--- config.mk ---
export PLATFORM = sky130hd
export DESIGN_NAME = muxf_tree_pipe
export DESIGN_NICKNAME = d
export VERILOG_FILES = /design/src/rtl/muxf_tree_pkg.sv /design/src/rtl/muxf_tree_level.sv /design/src/rtl/muxf_tree_pipe.sv
export SDC_FILE = /design/constraint.sdc
export NUM_CORES = 1
export LEC_CHECK = 0
export ABC_AREA = 1
export CORE_AREA = 4 4 41 43
export DETAILED_ROUTE_END_ITERATION = 8
export DIE_AREA = 0 0 45 47
export PLACE_DENSITY = 0.78
export SLEW_MARGIN = 15
export SYNTH_ARGS = -nofsm -noshare
export SYNTH_HDL_FRONTEND = slang
export SYNTH_SLANG_ARGS = --single-unit
--- constraint.sdc ---
create_clock -name CLK -period 1.9 [get_ports CLK]
set_input_delay 0.475 -clock CLK [delete_from_list [all_inputs] [get_ports CLK]]
set_output_delay 0.475 -clock CLK [all_outputs]
set_load 0.02 [all_outputs]
--- src/rtl/muxf_tree_pkg.sv ---
// muxf_tree_pkg: shared limits and elaboration helpers
// for the pipelined wide-mux tree.
package muxf_tree_pkg;

  localparam int MUXF_TREE_MAX_IN    = 64;
  localparam int MUXF_TREE_MAX_WIDTH = 64;

  function automatic int clog2(input int n);
    int r;
    r = 0;
    for (int i = 0; i < 31; i++)
      if ((1 << i) < n) r = i + 1;
    return r;
  endfunction

  function automatic bit is_pow2(input int n);
    return (n > 0) && ((n & (n - 1)) == 0);
  endfunction

  // Register boundaries = ceil(levels / levels_per_reg).
  function automatic int lat_calc(input int num_in,
                                  input int levels_per_reg);
    int lv;
    lv = clog2(num_in);
    if (levels_per_reg < 1) return 0;
    return (lv + levels_per_reg - 1) / levels_per_reg;
  endfunction

endpackage

--- src/rtl/muxf_tree_level.sv ---
// muxf_tree_level: one rank of 2:1 muxes, optionally
// followed by a CE/reset pipeline register.
module muxf_tree_level
  import muxf_tree_pkg::*;
#(
  parameter int              WIDTH = 1,
  parameter int              N_IN  = 2,
  parameter int              SW    = 1,
  parameter bit              REG   = 1'b1,
  parameter logic [WIDTH-1:0] INIT = '0
) (
  input  logic                      i_clk,
  input  logic                      i_rst_n,
  input  logic                      i_ce,
  input  logic                      i_v,
  input  logic [N_IN*WIDTH-1:0]     i_d,
  input  logic [SW-1:0]             i_s,
  output logic                      o_v,
  output logic [(N_IN/2)*WIDTH-1:0] o_d,
  output logic [SW-1:0]             o_s
);

  localparam int N_OUT = N_IN / 2;

  logic [N_OUT*WIDTH-1:0] w_d;
  logic [SW-1:0]          w_s;

  // Pair (2j, 2j+1) -> j; select bit 0 picks the odd bus.
  always_comb begin
    w_d = '0;
    for (int j = 0; j < N_OUT; j++) begin
      if (i_s[0])
        w_d[j*WIDTH +: WIDTH] = i_d[(2*j+1)*WIDTH +: WIDTH];
      else
        w_d[j*WIDTH +: WIDTH] = i_d[(2*j)*WIDTH +: WIDTH];
    end
  end

  // Drop the consumed bit so the next level sees its bit at [0].
  if (SW > 1) begin : g_shift
    assign w_s = {1'b0, i_s[SW-1:1]};
  end else begin : g_last
    assign w_s = '0;
  end

  if (REG) begin : g_reg
    logic [N_OUT*WIDTH-1:0] r_d;
    logic [SW-1:0]          r_s;
    logic                   r_v;

    // Data and remaining selects load on every enabled edge; valid rides along.
    always_ff @(posedge i_clk or negedge i_rst_n) begin
      if (!i_rst_n) begin
        r_d <= {N_OUT{INIT}};
        r_s <= '0;
        r_v <= 1'b0;
      end else if (i_ce) begin
        r_d <= w_d;
        r_s <= w_s;
        r_v <= i_v;
      end
    end

    assign o_d = r_d;
    assign o_s = r_s;
    assign o_v = r_v;
  end else begin : g_comb
    assign o_d = w_d;
    assign o_s = w_s;
    assign o_v = i_v;
  end

endmodule

--- src/rtl/muxf_tree_pipe.sv ---
// muxf_tree_pipe: pipelined NUM_IN:1 wide mux tree.
// Define MUXF_TREE_LO_EN to add the LO local output.
module muxf_tree_pipe
  import muxf_tree_pkg::*;
#(
  parameter int               WIDTH          = 1,
  parameter int               NUM_IN         = 8,
  parameter int               LEVELS_PER_REG = 1,
  parameter logic [WIDTH-1:0] INIT           = '0,
  localparam int              LOG2_N         = clog2(NUM_IN)
) (
  input  logic                    CLK,
  input  logic                    RST_N,
  input  logic                    CE,
  input  logic                    VI,
  input  logic [NUM_IN*WIDTH-1:0] I,
  input  logic [LOG2_N-1:0]       S,
  output logic                    VO,
  output logic [WIDTH-1:0]        O
`ifdef MUXF_TREE_LO_EN
  ,
  output logic [WIDTH-1:0]        LO
`endif
);

  if (!is_pow2(NUM_IN) || NUM_IN < 2 ||
      NUM_IN > MUXF_TREE_MAX_IN) begin : g_bad_n
    $error("muxf_tree_pipe: illegal NUM_IN=%0d", NUM_IN);
  end

  if (LEVELS_PER_REG < 1 ||
      LEVELS_PER_REG > LOG2_N) begin : g_bad_lpr
    $error("muxf_tree_pipe: illegal LEVELS_PER_REG=%0d",
           LEVELS_PER_REG);
  end

  if (WIDTH < 1 || WIDTH > MUXF_TREE_MAX_WIDTH) begin : g_bad_w
    $error("muxf_tree_pipe: illegal WIDTH=%0d", WIDTH);
  end

  for (genvar k = 0; k < LOG2_N; k++) begin : g_lvl
    localparam int NI = NUM_IN >> k;
    localparam bit RG = ((k + 1) % LEVELS_PER_REG == 0) ||
                        (k == LOG2_N - 1);

    logic [NI*WIDTH-1:0]     w_di;
    logic [LOG2_N-1:0]       w_si;
    logic                    w_vi;
    logic [(NI/2)*WIDTH-1:0] w_do;
    logic [LOG2_N-1:0]       w_so;
    logic                    w_vo;

    if (k == 0) begin : g_in
      assign w_di = I;
      assign w_si = S;
      assign w_vi = VI;
    end else begin : g_chain
      assign w_di = g_lvl[k-1].w_do;
      assign w_si = g_lvl[k-1].w_so;
      assign w_vi = g_lvl[k-1].w_vo;
    end

    muxf_tree_level #(
      .WIDTH (WIDTH),
      .N_IN  (NI),
      .SW    (LOG2_N),
      .REG   (RG),
      .INIT  (INIT)
    ) u_lvl (
      .i_clk   (CLK),
      .i_rst_n (RST_N),
      .i_ce    (CE),
      .i_v     (w_vi),
      .i_d     (w_di),
      .i_s     (w_si),
      .o_v     (w_vo),
      .o_d     (w_do),
      .o_s     (w_so)
    );
  end

  assign O  = g_lvl[LOG2_N-1].w_do;
  assign VO = g_lvl[LOG2_N-1].w_vo;

`ifdef MUXF_TREE_LO_EN
  assign LO = g_lvl[LOG2_N-1].w_do;
`endif

endmodule

---- After elaboration in Yosys (flattened, before gate mapping) ----
Index checks and enable logic that the tools add are counted.
cells by class
  muxes and demuxes ....................... 7
operators with widths
  cell     count
  $mux W1  7
storage, ports and cells
  word-level logic and storage cells ...... 15
  register bits ........................... 13
  output and inout port bits .............. 2
  input port bits ......................... 15

---- Logic depth before layout (Yosys ltp) ----
Gate-level depths: netlist (run 1).
  depth in word-level cells ............... 1
  gate-level depth with buffers ........... 4

---- Hierarchy ----
From an unflattened synthesis (run 1), not the netlist that was laid out.
unflattened totals
  cells, all modules ...................... 105
  area total of the unflattened synthesis .. 762.0 µm²
by module, submodules not included
  module                            cells each  instances  area each (µm²)
  muxf_tree_level (g_lvl[0].u_lvl)  49          1          349.1
  muxf_tree_level (g_lvl[1].u_lvl)  32          1          232.7
  muxf_tree_level (g_lvl[2].u_lvl)  24          1          180.2

---- Worst setup path before layout (run 1) ----
OpenSTA, ideal clock, no wires.
  path kind ............................... register to output
  start point ............................. register g_lvl[2].u_lvl.g_reg.r_d
  end point ............................... output O
  cell stages (with the launch flop) ...... 1
  arrival ................................. 425 ps
  path buffers ............................ 0
  setup slack ............................. 1000 ps
  path through ............................ dfrtp_1
RTL lines
  item                    line                   text
  from (decl)             muxf_tree_level.sv:47  logic [N_OUT*WIDTH-1:0] r_d;
  from (signal assigned)  muxf_tree_level.sv:54  r_d <= {N_OUT{INIT}};
  from (signal assigned)  muxf_tree_level.sv:58  r_d <= w_d;
  to (decl)               muxf_tree_pipe.sv:19   output logic [WIDTH-1:0] O
No word-level cell between the ends.

---- Final worst setup path (run 1) ----
  start point ............................. register g_lvl[2].u_lvl.g_reg.r_d
  end point ............................... output O
No word-level cell between the ends.

==> reports/qor.txt, run 1 <==
status: finished, final reports clean
Rel. slew slack: 62.7%
largest delay contributor family on the critical path: buffers and inverters
fin area: 810 µm²
placed cells: 113
post-layout util: 62.2%
most common cell after layout, fill and taps aside: nand2_1
postcts setup bufs: 0
final max-slew violation count: 0
share of layout cells above drive strength 1: 5.88%
gr usage total: 12.9%
#FFs+latches synth: 13
max-cap violations: 0
Initial Util: 47.6%
leakage: 0.455 nW
CTS H-tree lvls: 1
hold-fix buffers at CTS: 0
dpl cell area: 783 µm²
minimum clock period: 1700 ps
clock sink total: 13
Hold Path Stages: 2
initial antenna violation count: 0
DRT Wirelength: 1.14 mm
Reg2Reg Depth: 4
sequential fraction of the synthesis area: 52.5%
Synth cell types: 9
Core ar.: 1300 µm²
Die Y: 47 µm
die extent in x: 45 µm
cts bufs inserted: 3
Placement Setup Slack: 378 ps
skew final: 5.31 ps
Hold Crit Endpoint: g_lvl[0].u_lvl.o_s[1]
CP Capture Type: primary output
Fillers: 130
area leader, netlist: dfrtp_1
Area contributors post-synth: dfrtp_1 (53%), nand2_1 (22%), inv_1 (11%)
DRC Markers: 0
Clock transition at path regs: 80 ps
clk root buf: clkbuf_4
cts repair resizes: 0
share of the synthesized area in the top cell type: 52.5%
Worst EP arrival: 1230 ps
port bufs: 16
DP HPWL: 901 µm
global-route wire length before repair: 2.00 mm
vias in the first global route: 495
nets: 118
setup tns final: 0 ps
CP bufs+invs: 1
CTS tree: done
Rows: 13
WP depth: 1
largest net degree at the start of global routing: 14
synthesized net count: 98
Area growth syn-to-layout: 30.7%
ANT nets after route: 0
Final setup viols: 0
highest ir drop seen on vdd: 0.428 mV
worst-path fanout max: 2
Max Clk Rate: 588 MHz
maximum buffer depth of the clock tree: 2
register area: 325 µm²
Final Hold Slack: 477 ps
startpoint types: flop
# IOs: 17
worst min-delay path category: reg2reg
Crit path largest cell delay: 600 ps
Worst-Margin Slew: 558 ps
Ys Warns: 0
die footprint: 2120 µm²
average routed wire per standard cell: 9.74 µm
RSZ-0062 raised after global routing: no
final period utilization: 89.5%
Worst Hold Launch: g_lvl[0].u_lvl.o_s[1]
DRT Pass-1 Iters: 4
CP max stage cell: clkdlybuf4s50_1
reg2reg end: g_lvl[1].u_lvl.o_d[1]
average size of a mapped cell: 7.46 µm²
clock latency at the later pin of the worst-skew pair: 270 ps
multi-input logic area: 200 µm²
total power: 0.618 mW
commonest non-fill, non-tap cells in the layout: nand2_1 (37), inv_1 (18), clkdlybuf4s50_1 (16)
initial drt markers: 8
cell breakdown of the critical path: clkdlybuf4s50_1
Post-Syn Area: 619 µm²
gr ovfl total: 0
vias per cell: 4.38
Ant. Diodes: 0
Placer Congestion: 0.692
Syn Inst Count: 83
Vias: 513
critical path class: reg2out
FF-to-FF Start: g_lvl[0].u_lvl.o_s[0]
Worst EP required: 1420 ps
pwr/cell area: 764 nW/µm²
final worst slack: 199 ps
Final Hold Viols: 0
R2R setup slack: 1110 ps
fin cells: 117
==> routing by layer <==
layer | up-vias | share of wire (%) | GRT usage [%]
met4 | 0 | 0 | 1.75
met2 | 7 | 48 | 20.6
met1 | 227 | 48 | 17.4
met5 | - | 0 | 0
li1 | 279 | - | -
met3 | 0 | 3.6 | 4.60
==> cells in the mapped netlist <==
library cell	count
buf_6	2
o21ai_0	3
nand2_1	37
nand2_2	1
o21ai_1	1
nand3_1	7
inv_2	1
dfrtp_1	13
inv_1	18
==> how the worst max path moves through the flow <==
stage / from / end / slack [ps]
4_1_cts: g_lvl[2].u_lvl.o_v / VO / 190
3_5_place_dp: CE / g_lvl[1].u_lvl.o_d[1] / 380
5_1_grt: g_lvl[2].u_lvl.o_v / VO / 140
3_3_place_gp: CE / g_lvl[0].u_lvl.o_s[0] / 430
6_report: g_lvl[2].u_lvl.o_d / O / 200
2_1_floorplan: g_lvl[2].u_lvl.o_d / O / 1000
==> state kept, by name, summed over array words and instances, names as in the netlist <==
| signal | count |
|---|---|
| g_lvl.u_lvl.o_v | 3 |
| g_lvl.u_lvl.o_d | 7 |
| g_lvl.u_lvl.o_s | 3 |
==> cell families (layout without fill, tap and decap cells) <==
kind of cell / after synthesis / after routing / synth area share (%)
buf+inv: 21 / 40 / 15.1
flops: 13 / 13 / 52.5
simple gates: 45 / 45 / 29.1
compound gates: 4 / 4 / 3.23
==> report_power, final <==
part | switching, mW | internal, mW
clock network | 0.0879 | 0.0812
registers | 0.0184 | 0.309
logic | 0.0599 | 0.0618
==> cell type report <==
type,count,share of cell area [%]
multi-input cells,49,24.7
clock buffers,4,3.25
flip-flops and latches,13,40.2
well taps,15,2.32
repair buffers,17,20.7
inverters,19,8.81
Note: power is estimated with default switching activity, not from simulation.
==> run 2, diff against run 1 <==
--- a/config.mk
+++ b/config.mk
@@ -9,7 +9,8 @@
 export CORE_AREA = 4 4 41 43
 export DETAILED_ROUTE_END_ITERATION = 8
 export DIE_AREA = 0 0 45 47
-export PLACE_DENSITY = 0.78
+export PLACE_DENSITY = 0.86
+export REMOVE_ABC_BUFFERS = 1
 export SLEW_MARGIN = 15
 export SYNTH_ARGS = -nofsm -noshare
 export SYNTH_HDL_FRONTEND = slang
==> run 2 against run 1 <==
  * Maximum frequency increased by 0.12%
  * First-iteration DRC count increased by 38%
  * Global-route usage increased by 0.28 points
  * Worst setup slack improved by 2.1 ps
  * Clock power decreased by 2%
  * Core utilization unchanged
  * Final area unchanged
  * Final cell count unchanged
  * Flip-flop and latch count unchanged
==> reports/qor.txt, run 2 (same netlist as run 1, synthesis figures left out) <==
# IOs: 17
Clock transition at path regs: 70 ps
postcts setup bufs: 0
maximum buffer depth of the clock tree: 2
fin cells: 117
final max-slew violation count: 0
max-cap violations: 0
max FFs per register: 7
Worst-Margin Slew: 549 ps
highest ir drop seen on vdd: 0.366 mV
CP max stage cell: clkdlybuf4s50_1
cts bufs inserted: 3
setup tns final: 0 ps
Max Clk Rate: 589 MHz
most common cell after layout, fill and taps aside: nand2_1
clock latency at the later pin of the worst-skew pair: 270 ps
average routed wire per standard cell: 9.50 µm
DRT Pass-1 Iters: 4
Rows: 13
CTS H-tree lvls: 1
DRT Wirelength: 1.11 mm
Core ar.: 1300 µm²
fin area: 810 µm²
power share of the clock group: 26.9%
worst-path fanout max: 2
Ant. Diodes: 0
NetSw: 0.162 mW
placed cells: 113
status: finished, final reports clean
largest net degree at the start of global routing: 14
total power: 0.614 mW
clk root buf: clkbuf_4
RSZ-0062 raised after global routing: no
cts repair resizes: 0
pwr/cell area: 758 nW/µm²
initial antenna violation count: 0
leakage: 0.455 nW
port bufs: 16
Vias: 516
Rel. slew slack: 63.3%
hold-fix buffers at CTS: 0
DP HPWL: 902 µm
die extent in x: 45 µm
largest delay contributor family on the critical path: buffers and inverters
die footprint: 2120 µm²
power share of the combinational group: 19.8%
Worst EP arrival: 1220 ps
CTS tree: done
global-route wire length before repair: 2.03 mm
Final Hold Viols: 0
minimum clock period: 1700 ps
vias in the first global route: 491
share of layout cells above drive strength 1: 5.88%
cell breakdown of the critical path: clkdlybuf4s50_1
Die Y: 47 µm
skew final: 0.286 ps
Placement Setup Slack: 408 ps
sequential power share: 53.3%
Worst EP required: 1420 ps
CP Capture Type: primary output
final period utilization: 89.4%
commonest non-fill, non-tap cells in the layout: nand2_1 (37), inv_1 (18), clkdlybuf4s50_1 (16)
Area growth syn-to-layout: 30.7%
worst min-delay path category: reg2reg
vias per cell: 4.41
Initial Util: 47.6%
gr ovfl total: 0
Placer Congestion: 0.750
dpl cell area: 783 µm²
clock sink total: 13
ANT nets after route: 0
Crit path largest cell delay: 610 ps
P_int: 0.452 mW
final worst slack: 201 ps
critical path class: reg2out
startpoint types: flop
initial drt markers: 11
CP bufs+invs: 1
Sw Share: 26.3%
gr usage total: 13.2%
Final setup viols: 0
DRC Markers: 0
nets: 118
==> run 2: cell counts in the layout (fill, tap and decap cells not counted) <==
No cell type changed its count.
==> run 2: final timing paths <==
check	startpoint	end	slack, ps	depth (start not counted)
worst max-delay path	g_lvl[2].u_lvl.o_v	VO	200	1
worst min-delay path	g_lvl[0].u_lvl.o_s[1]	g_lvl[0].u_lvl.o_s[1]	480	2
worst max register to register	g_lvl[0].u_lvl.o_s[0]	g_lvl[1].u_lvl.o_d[0]	1130	4
worst min register to register	g_lvl[0].u_lvl.o_s[1]	g_lvl[0].u_lvl.o_s[1]	480	2
max in group asynchronous	RST_N	g_lvl[0].u_lvl.o_d[3]	980	1
min in group asynchronous	RST_N	g_lvl[0].u_lvl.o_d[0]	560	1
==> run 2: per-layer routing <==
metal,global-route usage [%],part of all wire [%],vias to the layer above
met1,18.0,48,223
met5,0,0,-
li1,-,-,277
met2,20.9,46,16
met4,3.51,0,0
met3,3.45,5.3,0
==> run 2: cell type report <==
type | instances | area, µm²
clock buffers | 4 | 26.3
repair buffers | 17 | 168
well taps | 15 | 18.8
inverters | 19 | 71.3
flip-flops and latches | 13 | 325
multi-input cells | 49 | 200
fillers | 134 | 492
==> run 2: metrics by stage <==
step                      utilization [%]  hold slack (ps)
after floorplan                         -              179
after global routing                 62.2              516
final                                62.2              483
after global placement               60.2              464
after CTS                            62.2              486
after detailed placement             60.2              468
==> run 2: power by group through the flow <==
stage / logic (mW) / registers, mW / clock network (mW)
2_1_floorplan: 0.0516 / 0.337 / 0
3_3_place_gp: 0.120 / 0.332 / 0
3_5_place_dp: 0.124 / 0.333 / 0
4_1_cts: 0.124 / 0.327 / 0.170
5_1_grt: 0.140 / 0.333 / 0.181
6_report: 0.122 / 0.327 / 0.165
==> run 3, diff against run 2 <==
--- a/config.mk
+++ b/config.mk
@@ -6,10 +6,12 @@
 export NUM_CORES = 1
 export LEC_CHECK = 0
 export ABC_AREA = 1
-export CORE_AREA = 4 4 41 43
+export CELL_PAD_IN_SITES_DETAIL_PLACEMENT = 0
+export CELL_PAD_IN_SITES_GLOBAL_PLACEMENT = 1
+export CORE_AREA = 4 4 48 50
 export DETAILED_ROUTE_END_ITERATION = 8
-export DIE_AREA = 0 0 45 47
-export PLACE_DENSITY = 0.86
+export DIE_AREA = 0 0 52 54
+export PLACE_DENSITY = 0.85
 export REMOVE_ABC_BUFFERS = 1
 export SLEW_MARGIN = 15
 export SYNTH_ARGS = -nofsm -noshare
==> run 3 against run 2 <==
  * Register-to-register slack barely moved
  * Count of clock-buffer cells in the layout unchanged
  * Non-clock buffer count unchanged
  * Sequential power about the same
  * Routed wire length is 3.9% higher
  * First-iteration DRC count up 9.1%
  * Core utilization fell by 19 points
  * Via count up 4.8%
  * Die area up 33%
  * Critical endpoint unchanged
==> reports/qor.txt, run 3 (same netlist as run 1, synthesis figures left out) <==
Worst EP required: 1420 ps
final worst slack: 196 ps
skew final: 0.534 ps
worst min-delay path category: reg2reg
minimum clock period: 1700 ps
postcts setup bufs: 0
Initial Util: 32.6%
vias per cell: 4.19
most common cell after layout, fill and taps aside: nand2_1
Core ar.: 1900 µm²
CP Capture Type: primary output
cell breakdown of the critical path: clkdlybuf4s50_1
critical path class: reg2out
initial antenna violation count: 0
fin cells: 129
final period utilization: 89.7%
Vias: 541
port bufs: 16
layer with the highest usage: met2
initial drt markers: 12
average routed wire per standard cell: 8.95 µm
highest ir drop seen on vdd: 0.265 mV
commonest non-fill, non-tap cells in the layout: nand2_1 (37), inv_1 (18), clkdlybuf4s50_1 (16)
clk root buf: clkbuf_4
Final setup viols: 0
die footprint: 2810 µm²
Fillers: 200
vias in the first global route: 502
CP bufs+invs: 1
largest net degree at the start of global routing: 14
DRC Markers: 0
Placer Congestion: 0.747
share of layout cells above drive strength 1: 5.88%
Final Hold Slack: 480 ps
Worst-Margin Slew: 578 ps
ANT nets after route: 0
CTS H-tree lvls: 1
cts repair resizes: 0
die extent in x: 52 µm
DP HPWL: 888 µm
DRT Wirelength: 1.16 mm
gr usage total: 10.2%
met2 usage: 16.1%
Placement Setup Slack: 407 ps
startpoint types: flop
pwr/cell area: 743 nW/µm²
max FFs per register: 7
CP max stage cell: clkdlybuf4s50_1
RSZ-0062 raised after global routing: no
nets: 118
placed cells: 125
Rel. slew slack: 61.4%
Worst EP arrival: 1230 ps
fin area: 825 µm²
status: finished, final reports clean
Clock transition at path regs: 70 ps
cts bufs inserted: 3
clock sink total: 13
# IOs: 17
Area growth syn-to-layout: 33.1%
max-cap violations: 0
final max-slew violation count: 0
leakage: 0.455 nW
DRT Pass-1 Iters: 4
Ant. Diodes: 0
largest delay contributor family on the critical path: buffers and inverters
Max Clk Rate: 587 MHz
CTS tree: done
gr ovfl total: 0
worst-path fanout max: 2
setup tns final: 0 ps
met3 usage: 5.26%
Crit path largest cell delay: 610 ps
clock latency at the later pin of the worst-skew pair: 270 ps
Die Y: 54 µm
Final Hold Viols: 0
global-route wire length before repair: 2.07 mm
hold-fix buffers at CTS: 0
dpl cell area: 798 µm²
Rows: 16
grt met1 use: 12.1%
maximum buffer depth of the clock tree: 2
-- run 3: cell counts in the layout (fill, tap and decap cells not counted) --
No cell type changed its count.
-- run 3: path summary, 6_finish.rpt --
check / end / startpoint / slack, ps / cells past startpoint
max: VO / g_lvl[2].u_lvl.o_v / 200 / 1
max in group asynchronous: g_lvl[1].u_lvl.o_v / RST_N / 950 / 1
min reg2reg: g_lvl[2].u_lvl.o_d / g_lvl[2].u_lvl.o_d / 480 / 2
min in group asynchronous: g_lvl[1].u_lvl.o_d[1] / RST_N / 570 / 1
max reg2reg: g_lvl[1].u_lvl.o_d[1] / g_lvl[0].u_lvl.o_s[0] / 1130 / 4
min: g_lvl[2].u_lvl.o_d / g_lvl[2].u_lvl.o_d / 480 / 2
-- run 3: per-layer routing --
layer	part of all wire, %	vias to the layer above
met4	0	0
met3	5.9	0
li1	-	279
met1	46	251
met5	0	-
met2	48	11
-- run 3: stage by stage --
stage	total power, mW	utilization [%]
3_3_place_gp	0.453	42.0
4_1_cts	0.624	43.4
3_5_place_dp	0.455	42.0
2_1_floorplan	0.388	-
6_report	0.613	43.4
5_1_grt	0.660	43.4
-- run 3: final cells by class --
class                   instances  area [µm²]  share of cell area (%)
flip-flops and latches         13         325                    39.5
well taps                      27        33.8                    4.10
inverters                      19        71.3                    8.65
repair buffers                 17         168                    20.3
multi-input cells              49         200                    24.3
clock buffers                   4        26.3                    3.19
-- run 3: power breakdown --
part	leakage, nW	switching [mW]	internal, mW
combinational	0.281	0.0600	0.0618
clock	0.0150	0.0833	0.0812
sequential	0.158	0.0173	0.309
total	0.455	0.161	0.452
